### src/rtl/cla_pkg.sv
// Shared constants and elaboration helpers for the pipelined carry-lookahead adder/subtractor.
// Purpose: holds the lookahead group size and the operand-width legality rule.
// Latency: n/a (no logic). Backpressure: n/a.
package cla_pkg;

  // Bits per carry-lookahead group; the group cell is hand-written for exactly this size.
  localparam int GROUP = 4;

  // Operand width limits.
  localparam int WIDTH_MIN = 8;
  localparam int WIDTH_MAX = 64;

  // A width is usable when it splits into whole groups and sits inside the supported range.
  function automatic bit width_is_legal(input int width);
    return ((width % GROUP) == 0) && (width >= WIDTH_MIN) && (width <= WIDTH_MAX);
  endfunction

endpackage

### src/rtl/cla_group_4bit.sv
// One 4-bit carry-lookahead group, split into a front half and a back half.
// Purpose: front half forms bit and group propagate/generate; back half forms the sum from a group carry.
// Latency: purely combinational. Backpressure: none (no state, no handshake).
module cla_group_4bit
  import cla_pkg::*;
(
  // Front half: operands entering stage 1
  input  logic [GROUP-1:0] a,
  input  logic [GROUP-1:0] b,
  output logic [GROUP-1:0] p,
  output logic [GROUP-1:0] g,
  output logic             grp_p,
  output logic             grp_g,
  // Back half: values held in stage 1 plus the lookahead carry into this group
  input  logic [GROUP-1:0] s1_a,
  input  logic [GROUP-1:0] s1_b,
  input  logic [GROUP-1:0] s1_p,
  input  logic [GROUP-1:0] s1_g,
  input  logic             group_carry,
  output logic [GROUP-1:0] sum
);

  logic [GROUP-1:0] c;

  // Bit propagate/generate and flattened group propagate/generate for the lookahead unit
  always_comb begin
    p     = a ^ b;
    g     = a & b;
    grp_p = &p;
    grp_g = g[3]
          | (p[3] & g[2])
          | (p[3] & p[2] & g[1])
          | (p[3] & p[2] & p[1] & g[0]);
  end

  // Intra-group carries flattened from the group carry, then the sum bits
  always_comb begin
    c[0] = group_carry;
    c[1] = s1_g[0]
         | (s1_p[0] & group_carry);
    c[2] = s1_g[1]
         | (s1_p[1] & s1_g[0])
         | (s1_p[1] & s1_p[0] & group_carry);
    c[3] = s1_g[2]
         | (s1_p[2] & s1_g[1])
         | (s1_p[2] & s1_p[1] & s1_g[0])
         | (s1_p[2] & s1_p[1] & s1_p[0] & group_carry);
    sum  = s1_a ^ s1_b ^ c;
  end

  // The top bit's propagate/generate only matter for the group carry-out, which the
  // lookahead unit derives from grp_p/grp_g instead.
  logic unused_top_pg;
  assign unused_top_pg = s1_p[3] ^ s1_g[3];

endmodule

### src/rtl/cla_pipelined_addsub.sv
// Two-stage pipelined carry-lookahead adder/subtractor with valid/ready on both sides.
// Purpose: result = A+B+carry_in, or A-B in sub mode, plus carry-out, signed overflow and zero flags.
// Latency: 2 cycles from input acceptance to out_valid; one op per cycle while out_ready is high.
// Backpressure: a stalled output holds S2, then S1; in_ready drops only when both stages are full.
module cla_pipelined_addsub
  import cla_pkg::*;
#(
  parameter int WIDTH = 32
) (
  input  logic             clk,
  input  logic             reset,
  input  logic             in_valid,
  output logic             in_ready,
  input  logic [WIDTH-1:0] in_0,
  input  logic [WIDTH-1:0] in_1,
  input  logic             carry_in,
  input  logic             sub,
  output logic             out_valid,
  input  logic             out_ready,
  output logic [WIDTH-1:0] result,
  output logic             carry_out,
  output logic             overflow,
  output logic             zero
);

  localparam int NGROUP = WIDTH / GROUP;

  // Refuse to elaborate with a width the group structure cannot cover.
  if (!width_is_legal(WIDTH)) begin : g_bad_width
    $error("cla_pipelined_addsub: WIDTH must be a multiple of 4 between 8 and 64");
  end

  // Stage 1 holds the conditioned operands and every propagate/generate term.
  typedef struct packed {
    logic [WIDTH-1:0]  a;
    logic [WIDTH-1:0]  b;
    logic              c0;
    logic [WIDTH-1:0]  p;
    logic [WIDTH-1:0]  g;
    logic [NGROUP-1:0] grp_p;
    logic [NGROUP-1:0] grp_g;
  } s1_t;

  // Stage 2 holds the lookahead carries alongside the visible result and flags.
  typedef struct packed {
    logic [WIDTH-1:0] result;
    logic             carry_out;
    logic             overflow;
    logic             zero;
    logic [NGROUP:0]  grp_c;
  } s2_t;

  logic              s1_valid;
  logic              s2_valid;
  logic              s1_adv;
  logic              s2_adv;
  logic              accept;
  s1_t               s1;
  s1_t               s1_next;
  s2_t               s2;
  s2_t               s2_next;

  logic [WIDTH-1:0]  b_eff;
  logic              c0;
  logic [WIDTH-1:0]  p_vec;
  logic [WIDTH-1:0]  g_vec;
  logic [NGROUP-1:0] gp_vec;
  logic [NGROUP-1:0] gg_vec;
  logic [NGROUP:0]   grp_c;
  logic [WIDTH-1:0]  sum_vec;
  logic              c_msb;

  // Subtraction is A + ~B + 1, so carry_in is replaced by a forced 1 in sub mode.
  always_comb begin
    b_eff = sub ? ~in_1 : in_1;
    c0    = sub | carry_in;
  end

  // Advance rules: a stage moves when it is empty or the stage after it moves.
  // Reset keeps in_ready high and hides S2 so no handshake completes while it is asserted.
  always_comb begin
    s2_adv    = !s2_valid || out_ready;
    s1_adv    = !s1_valid || s2_adv;
    in_ready  = s1_adv || reset;
    out_valid = s2_valid && !reset;
    accept    = in_valid && s1_adv;
  end

  // Group cells: front half feeds S1, back half turns S1 contents plus lookahead carries into the sum.
  for (genvar gi = 0; gi < NGROUP; gi++) begin : g_group
    cla_group_4bit u_group (
      .a           (in_0[gi*GROUP +: GROUP]),
      .b           (b_eff[gi*GROUP +: GROUP]),
      .p           (p_vec[gi*GROUP +: GROUP]),
      .g           (g_vec[gi*GROUP +: GROUP]),
      .grp_p       (gp_vec[gi]),
      .grp_g       (gg_vec[gi]),
      .s1_a        (s1.a[gi*GROUP +: GROUP]),
      .s1_b        (s1.b[gi*GROUP +: GROUP]),
      .s1_p        (s1.p[gi*GROUP +: GROUP]),
      .s1_g        (s1.g[gi*GROUP +: GROUP]),
      .group_carry (grp_c[gi]),
      .sum         (sum_vec[gi*GROUP +: GROUP])
    );
  end

  // Carry into group n as a flat sum of products over the group P/G terms:
  // C[n] = G[n-1] | P[n-1]G[n-2] | ... | P[n-1]..P[0]c0. No term uses another group's carry.
  function automatic logic lookahead(input logic [NGROUP-1:0] gp,
                                     input logic [NGROUP-1:0] gg,
                                     input logic              cin0,
                                     input int                n);
    logic carry;
    logic chain;
    carry = 1'b0;
    for (int j = 0; j < NGROUP; j++) begin
      if (j < n) begin
        chain = gg[j];
        for (int k = j + 1; k < NGROUP; k++) begin
          if (k < n) chain = chain & gp[k];
        end
        carry = carry | chain;
      end
    end
    chain = cin0;
    for (int k = 0; k < NGROUP; k++) begin
      if (k < n) chain = chain & gp[k];
    end
    return carry | chain;
  endfunction

  // Lookahead carry unit: one independent flattened term per group boundary.
  for (genvar ci = 0; ci <= NGROUP; ci++) begin : g_lookahead
    assign grp_c[ci] = lookahead(s1.grp_p, s1.grp_g, s1.c0, ci);
  end

  // Stage 1 load image straight from the input side.
  always_comb begin
    s1_next = '{
      a:     in_0,
      b:     b_eff,
      c0:    c0,
      p:     p_vec,
      g:     g_vec,
      grp_p: gp_vec,
      grp_g: gg_vec
    };
  end

  // Stage 2 load image: the carry into the MSB is recovered from the MSB sum bit,
  // and signed overflow is that carry XOR the carry out of the MSB.
  always_comb begin
    c_msb             = s1.a[WIDTH-1] ^ s1.b[WIDTH-1] ^ sum_vec[WIDTH-1];
    s2_next           = '0;
    s2_next.result    = sum_vec;
    s2_next.carry_out = grp_c[NGROUP];
    s2_next.overflow  = c_msb ^ grp_c[NGROUP];
    s2_next.zero      = (sum_vec == '0);
    s2_next.grp_c     = grp_c;
  end

  // Pipeline registers: reset wins over any handshake; each stage's data moves only with a valid op.
  always_ff @(posedge clk) begin
    if (reset) begin
      s1_valid <= 1'b0;
      s2_valid <= 1'b0;
      s1       <= '0;
      s2       <= '0;
    end else begin
      if (s1_adv) s1_valid <= in_valid;
      if (accept) s1 <= s1_next;
      if (s2_adv) s2_valid <= s1_valid;
      if (s2_adv && s1_valid) s2 <= s2_next;
    end
  end

  // Outputs come straight from the S2 register, so they are stable while stalled.
  always_comb begin
    result    = s2.result;
    carry_out = s2.carry_out;
    overflow  = s2.overflow;
    zero      = s2.zero;
  end

  // Registered group carries are kept as a probe point next to the result.
  logic unused_grp_c;
  assign unused_grp_c = ^s2.grp_c;

endmodule

### config.mk
export PLATFORM = sky130hd
export DESIGN_NAME = cla_pipelined_addsub
export DESIGN_NICKNAME = d
export VERILOG_FILES = /design/src/rtl/cla_pkg.sv /design/src/rtl/cla_group_4bit.sv /design/src/rtl/cla_pipelined_addsub.sv
export SDC_FILE = /design/constraint.sdc
export NUM_CORES = 1
export LEC_CHECK = 0
export ABC_AREA = 1
export CAP_MARGIN = 0
export CORE_MARGIN = 1.5
export CORE_UTILIZATION = 50
export CTS_CLUSTER_SIZE = 16
export DETAILED_ROUTE_END_ITERATION = 16
export PLACE_DENSITY_LB_ADDON = 0.15
export SETUP_SLACK_MARGIN = 0.02
export SYNTH_ARGS = -nofsm -noshare
export SYNTH_HDL_FRONTEND = slang
export SYNTH_SLANG_ARGS = --single-unit
export TNS_END_PERCENT = 20
### constraint.sdc
create_clock -name clk -period 4.74 [get_ports clk]
set_input_delay 0.948 -clock clk [delete_from_list [all_inputs] [get_ports clk]]
set_output_delay 0.948 -clock clk [all_outputs]
set_load 0.01 [all_outputs]
==> results.md, run 1 <==
- Outcome: finished, final reports clean
- Leading area contributor after synthesis: sky130_fd_sc_hd__dfxtp_1
- Max-slew violation count: 0
- Max-slew headroom: 22.9%
- Max Clock Skew: about 0.0075 ns
- Final setup violation count: 0
- Area overhead of the layout relative to synthesis: 21.7%
- TritonCTS clock tree: yes
- Number of vias per cell: 5.13
- Unique cell type count in the Yosys netlist: 33
- Total CTS buffers: 17
- DRT iter0 DRCs: roughly 550
- Hold buffers post-CTS: 0
- Post-CTS setup buffer count: 0
- Portion of the post-synthesis area used by sequential elements: between 40% and 50%
- Data required time at the worst endpoint: roughly 3.8 ns
- Pwr/cell area: 365 nW/µm²
- Yosys warns: 0
- Clock transition at path regs: ~0.060 ns
- H-tree depth: 4
- Net count, final: around 1300
- Largest voltage drop on the vdd net: 0.262 mV
- Remaining antenna violation count after routing: 0
- Min Tclk post-route: between 3 and 4 ns
- Total leakage power: ~0.0044 µW
- RSZ-0062 raised after global routing: false
- Cell at the root of the clock tree: sky130_fd_sc_hd__clkbuf_16
- Total Neg Setup Slack: 0 ns
- Total number of vias: between 7000 and 8000
- Type of destination of the critical path: primary output
- Arrival @ worst endpoint: between 2 and 2.5 ns
- Maximum clock rate: approximately 0.31 GHz
- Fill cells: roughly 1400
- Endpoints failing hold: 0
- Fraction of synthesized cell area taken by the top area cell type: between 40% and 50%
- Pre-CTS WS: 1.47 ns
- Fraction of layout cells with a size suffix above 1: approximately 4.5%
- Number of inserted diodes: 0
- Gates resized, CTS repair: 0
- Remaining routing DRC violations: 0
- HP Class: reg -> reg
- Crit start category: input pin
- Worst Tran Pin Value: ~1.2 ns
- Detailed-router iteration count before antenna repair: 5
- Die area: about 17000 µm²
- Quantity of I/O buffers inserted on ports: ~110
- Antenna violations before repair: 0
- Count of standard-cell rows: between 40 and 50
- Post-Synthesis Mean Instance Area: approximately 7.3 µm²
- Final wirelength: around 19 mm
- GRT Resource Usage Total: 23.5%
- Worst path setup slack after routing: 1.55 ns
- Later-pin clock latency in the skew report: ~0.43 ns
- Gp weighted congestion: between 0.8 and 0.9
- Wire length of the first global-routing pass: 31.1 mm
- Via count of the first global-routing pass: approximately 6500
- Flip-flop and latch count after synthesis: 166
- Crit share post-route: a little under 70%
- Initial core utilization: between 50% and 60%
- Cell count after synthesis: around 1100
- Pin count of the biggest net entering global routing: approximately 130
- Remaining global-route overflow: 0
- Total design power: 3590 µW
- Max-Cap Viols: 0
- DP HPWL: between 10 and 15 mm
- CTS sink cnt: between 150 and 200
- Synthesized netlist net count: 1204
- Deepest clock path buffer count: 2
- Start-to-end type of the worst setup path: in -> out
- Die width: around 130 µm
- Die height: between 100 and 150 µm
- Crit Path Max Fanout: 5
- CORE AREA: roughly 16000 µm²
- Ranking of synthesized cells by area: sky130_fd_sc_hd__dfxtp_1 (41%), sky130_fd_sc_hd__nor2_1 (9.4%), sky130_fd_sc_hd__o21ai_0 (7.6%)
- Mapped Area: about 8100 µm²
- Wirelength per Cell: 13.6 µm
- I/O pin total: ~110
worst paths after layout:
path / slack, ns / endpoint / depth (start not counted) / from
min: 0.45 / s1[38]$_SDFFE_PP0P_ / 2 / s1[38]$_SDFFE_PP0P_
max reg2reg: 2.40 / zero$_SDFFE_PP0P_ / 11 / grp_c[0]$_SDFFE_PP0P_
min reg2reg: 0.45 / s1[38]$_SDFFE_PP0P_ / 2 / s1[38]$_SDFFE_PP0P_
max: 1.55 / in_ready / 4 / reset
layout by cell type, fill, tap and decap left out, types with 32 or more instances in the layout:
cell | netlist | routed
sky130_fd_sc_hd__inv_1 | 107 | 106
sky130_fd_sc_hd__o21ai_0 | 123 | 123
sky130_fd_sc_hd__nand2_1 | 162 | 161
sky130_fd_sc_hd__ha_1 | 32 | 32
sky130_fd_sc_hd__xor2_1 | 41 | 41
sky130_fd_sc_hd__dfxtp_1 | 166 | 166
sky130_fd_sc_hd__nand3_1 | 40 | 40
sky130_fd_sc_hd__clkdlybuf4s50_1 | 0 | 105
sky130_fd_sc_hd__a21oi_1 | 60 | 59
sky130_fd_sc_hd__nor2_1 | 202 | 202
flip-flops by register name, indices dropped and copies added (netlist names):
signal / count
s2_valid: 1
s1: 128
s1_valid: 1
zero: 1
carry_out: 1
result: 32
grp_c: 1
overflow: 1
cells by family after synthesis:
family	after synthesis	share of synthesized area (%)
xor gates and xnor gates	65	7.04
DFF	166	41.1
and+or+nand+nor	445	23.4
AOI/OAI and AO/OA	230	15.8
buffers and inverters	164	7.69
adders and majority gates	32	4.95
synthesized netlist by cell type:
library cell               count
sky130_fd_sc_hd__nor2_1      202
sky130_fd_sc_hd__dfxtp_1     166
sky130_fd_sc_hd__nand2_1     162
sky130_fd_sc_hd__o21ai_0     123
sky130_fd_sc_hd__inv_1       107
sky130_fd_sc_hd__a21oi_1      60
sky130_fd_sc_hd__clkbuf_1     46
sky130_fd_sc_hd__xor2_1       41
sky130_fd_sc_hd__nand3_1      40
sky130_fd_sc_hd__ha_1         32
sky130_fd_sc_hd__xnor2_1      24
sky130_fd_sc_hd__o211ai_1     21
sky130_fd_sc_hd__nand4_1      16
sky130_fd_sc_hd__a221oi_1     11
sky130_fd_sc_hd__a31oi_1       9
sky130_fd_sc_hd__nand3b_1      7
sky130_fd_sc_hd__nand3_2       6
sky130_fd_sc_hd__buf_1         5
sky130_fd_sc_hd__buf_2         5
sky130_fd_sc_hd__nand2_2       4
sky130_fd_sc_hd__a211oi_1      2
sky130_fd_sc_hd__o21bai_1      2
sky130_fd_sc_hd__a21oi_2       1
sky130_fd_sc_hd__and2_1        1
sky130_fd_sc_hd__inv_2         1
sky130_fd_sc_hd__nand2_4       1
sky130_fd_sc_hd__nand3_4       1
sky130_fd_sc_hd__nand3b_2      1
sky130_fd_sc_hd__nand3b_4      1
sky130_fd_sc_hd__nor2_4        1
sky130_fd_sc_hd__nor3_1        1
sky130_fd_sc_hd__o221ai_1      1
sky130_fd_sc_hd__or2_2         1
power by group:
part	internal, µW	leakage (µW)	switching, µW
Clock	789	0.000274	531
Combinational	296	0.00278	395
Sequential	1510	0.00137	71.5
critical path, stage by stage:
cell and delay [ns]:
sky130_fd_sc_hd__clkdlybuf4s50_1 0.64, sky130_fd_sc_hd__inv_2 0.06, sky130_fd_sc_hd__nand2_1 0.07, sky130_fd_sc_hd__clkdlybuf4s50_1 0.52
layout make-up:
type,count,area [µm²],area share [%]
multi-input combinational,772,4160,42.3
clock buffer,28,517,5.26
timing repair buffer,113,1120,11.4
inverter,108,405,4.12
sequential,166,3320,33.8
tap,216,270,2.75
clock inverter,3,40.0,0.407
stage by stage:
| step | utilization (%) | std cells | area [µm²] | hold WS, ns |
|---|---|---|---|---|
| after floorplan | - | 1102 | 8080 | 0.423 |
| after global routing | 62.1 | 1406 | 9830 | 0.480 |
| after global placement | 58.6 | 1375 | 9280 | 0.435 |
| final | 62.1 | 1406 | 9830 | 0.452 |
| after detailed placement | 58.6 | 1375 | 9280 | 0.443 |
| after CTS | 62.1 | 1406 | 9830 | 0.452 |
routing by layer:
metal	global-route usage, %	vias up	wire, µm
li1	-	3743	-
met4	8.24	0	333
met5	0	-	0
met3	3.65	29	805
met1	31.7	3284	8990
met2	38.3	163	8980
Power figures use the tool's default switching activity.
==> run 2: changes to the inputs <==
clock period = 2.9 ns   (was 4.74 ns; I/O delays follow)
==> results.md, run 2 (synthesis results as in run 1) <==
- Outcome: finished, final reports clean
- Fraction of layout cells with a size suffix above 1: between 5 and 6%
- H-tree depth: 4
- Later-pin clock latency in the skew report: approximately 0.43 ns
- Biggest register: s1
- Remaining antenna violation count after routing: 0
- Antenna violations before repair: 0
- Hold buffers post-CTS: 0
- Total number of vias: between 7000 and 8000
- Deepest clock path buffer count: 2
- RSZ-0062 raised after global routing: false
- Remaining global-route overflow: 0
- Wire length of the first global-routing pass: between 30 and 40 mm
- Post-Layout Cell Count: 1410
- CTS sink cnt: between 150 and 200
- Final wirelength: 19.1 mm
- Crit share post-route: about 85%
- Crit start category: input pin
- Arrival @ worst endpoint: about 1.9 ns
- Met2 Wirelength: between 8 and 9 mm
- Pwr/cell area: between 600 and 700 nW/µm²
- Cell at the root of the clock tree: sky130_fd_sc_hd__clkbuf_16
- Remaining routing DRC violations: 0
- Via count of the first global-routing pass: 6663
- GRT Resource Usage Total: between 20% and 30%
- Data required time at the worst endpoint: approximately 2.3 ns
- Routed wl met3: approximately 940 µm
- Net count, final: 1283
- DP HPWL: between 10 and 15 mm
- Number of vias per cell: ~5.0
- Number of inserted diodes: 0
- Worst Tran Pin Value: 0.532 ns
- Startpoint of the most critical hold path: s1[46]$_SDFFE_PP0P_
- Area overhead of the layout relative to synthesis: 23.4%
- Leading cell types in the layout, fill and taps excluded: sky130_fd_sc_hd__nor2_1 (202), sky130_fd_sc_hd__dfxtp_1 (166), sky130_fd_sc_hd__nand2_1 (161), sky130_fd_sc_hd__o21ai_0 (123), sky130_fd_sc_hd__inv_1 (106)
- Max-slew headroom: between 60% and 70%
- Die area: roughly 17000 µm²
- CORE AREA: between 15000 and 20000 µm²
- Worst hold-check slack: ~0.46 ns
- Crit Path Max Fanout: 4
- HP Class: reg -> reg
- Die width: roughly 130 µm
- Total CTS buffers: 17
- Max-slew violation count: 0
- Count of standard-cell rows: 46
- Final standard cell utilization of the core: between 60% and 70%
- Max Clock Skew: between 0.008 and 0.009 ns
- Max-Cap Viols: 0
- I/O pin total: ~110
- TritonCTS clock tree: yes
- Final setup violation count: 0
- Quantity of I/O buffers inserted on ports: between 100 and 150
- Post-CTS setup buffer count: 0
- Total leakage power: ~0.0045 µW
- Clock transition at path regs: ~0.06 ns
- Leading cell type in the layout, fill and taps excluded: sky130_fd_sc_hd__nor2_1
- Gates resized, CTS repair: 0
- Detailed-routing wirelength on met1: 9.08 mm
- Initial core utilization: around 51%
- DRT iter0 DRCs: between 400 and 500
- Die height: ~130 µm
- Gp weighted congestion: ~0.81
- Uppermost metal layer occupied by signal nets: met4
- Min Tclk post-route: around 2.5 ns
- Start-to-end type of the worst setup path: in -> out
- Wirelength per Cell: ~14 µm
- Detailed-router iteration count before antenna repair: 7
- Maximum clock rate: between 0.4 and 0.5 GHz
- Largest voltage drop on the vdd net: 0.450 mV
- Max reg flops: roughly 130
- Total Neg Setup Slack: 0 ns
- Number of placed cells counting well taps: about 1400
- Type of destination of the critical path: primary output
- Pin count of the biggest net entering global routing: between 100 and 150
- Critical path launch point: reset
- Critical R2R Launch: grp_c[0]$_SDFFE_PP0P_
- Endpoints failing hold: 0
## run 2: power breakdown
part	leakage, µW	internal [µW]	switching, µW
clock network	0.000307	1500	892
logic	0.00282	493	644
registers	0.00137	2460	126
total	0.00450	4460	1660
## run 2: per-stage QoR
stage | setup slack, ns | cell area, µm² | power [µW]
after global placement | 0.417 | 9350 | 3750
after CTS | 0.415 | 9970 | 6160
after detailed placement | 0.426 | 9350 | 3770
after floorplan | 0.758 | 8080 | 3340
final | 0.429 | 9970 | 6120
after global routing | 0.372 | 9970 | 6430
## run 2: layer usage
metal  track usage [%]  vias to the layer above
met5                 0                        -
met4              7.32                        0
met3              5.04                       24
met2              39.1                      142
met1              32.7                     3206
li1                  -                     3746
## run 2: final timing paths
| check | cells past startpoint | end | slack, ns |
|---|---|---|---|
| min reg2reg | 2 | s1[46]$_SDFFE_PP0P_ | 0.46 |
| min | 2 | s1[46]$_SDFFE_PP0P_ | 0.46 |
| max | 4 | in_ready | 0.43 |
| max reg2reg | 11 | zero$_SDFFE_PP0P_ | 0.70 |
## run 2: critical path, cell delays in order
cell                              delay [ns]
sky130_fd_sc_hd__clkdlybuf4s50_1        0.61
sky130_fd_sc_hd__inv_2                  0.09
sky130_fd_sc_hd__nand2_1                0.08
sky130_fd_sc_hd__clkdlybuf4s50_1        0.53
## run 2: cell type report
class,count,area (µm²)
flip-flops and latches,166,3320
multi-input cells,772,4160
inverters,108,405
fillers,1443,5850
clock inverters,9,148
clock buffers,23,478
well taps,216,270
repair buffers,116,1190
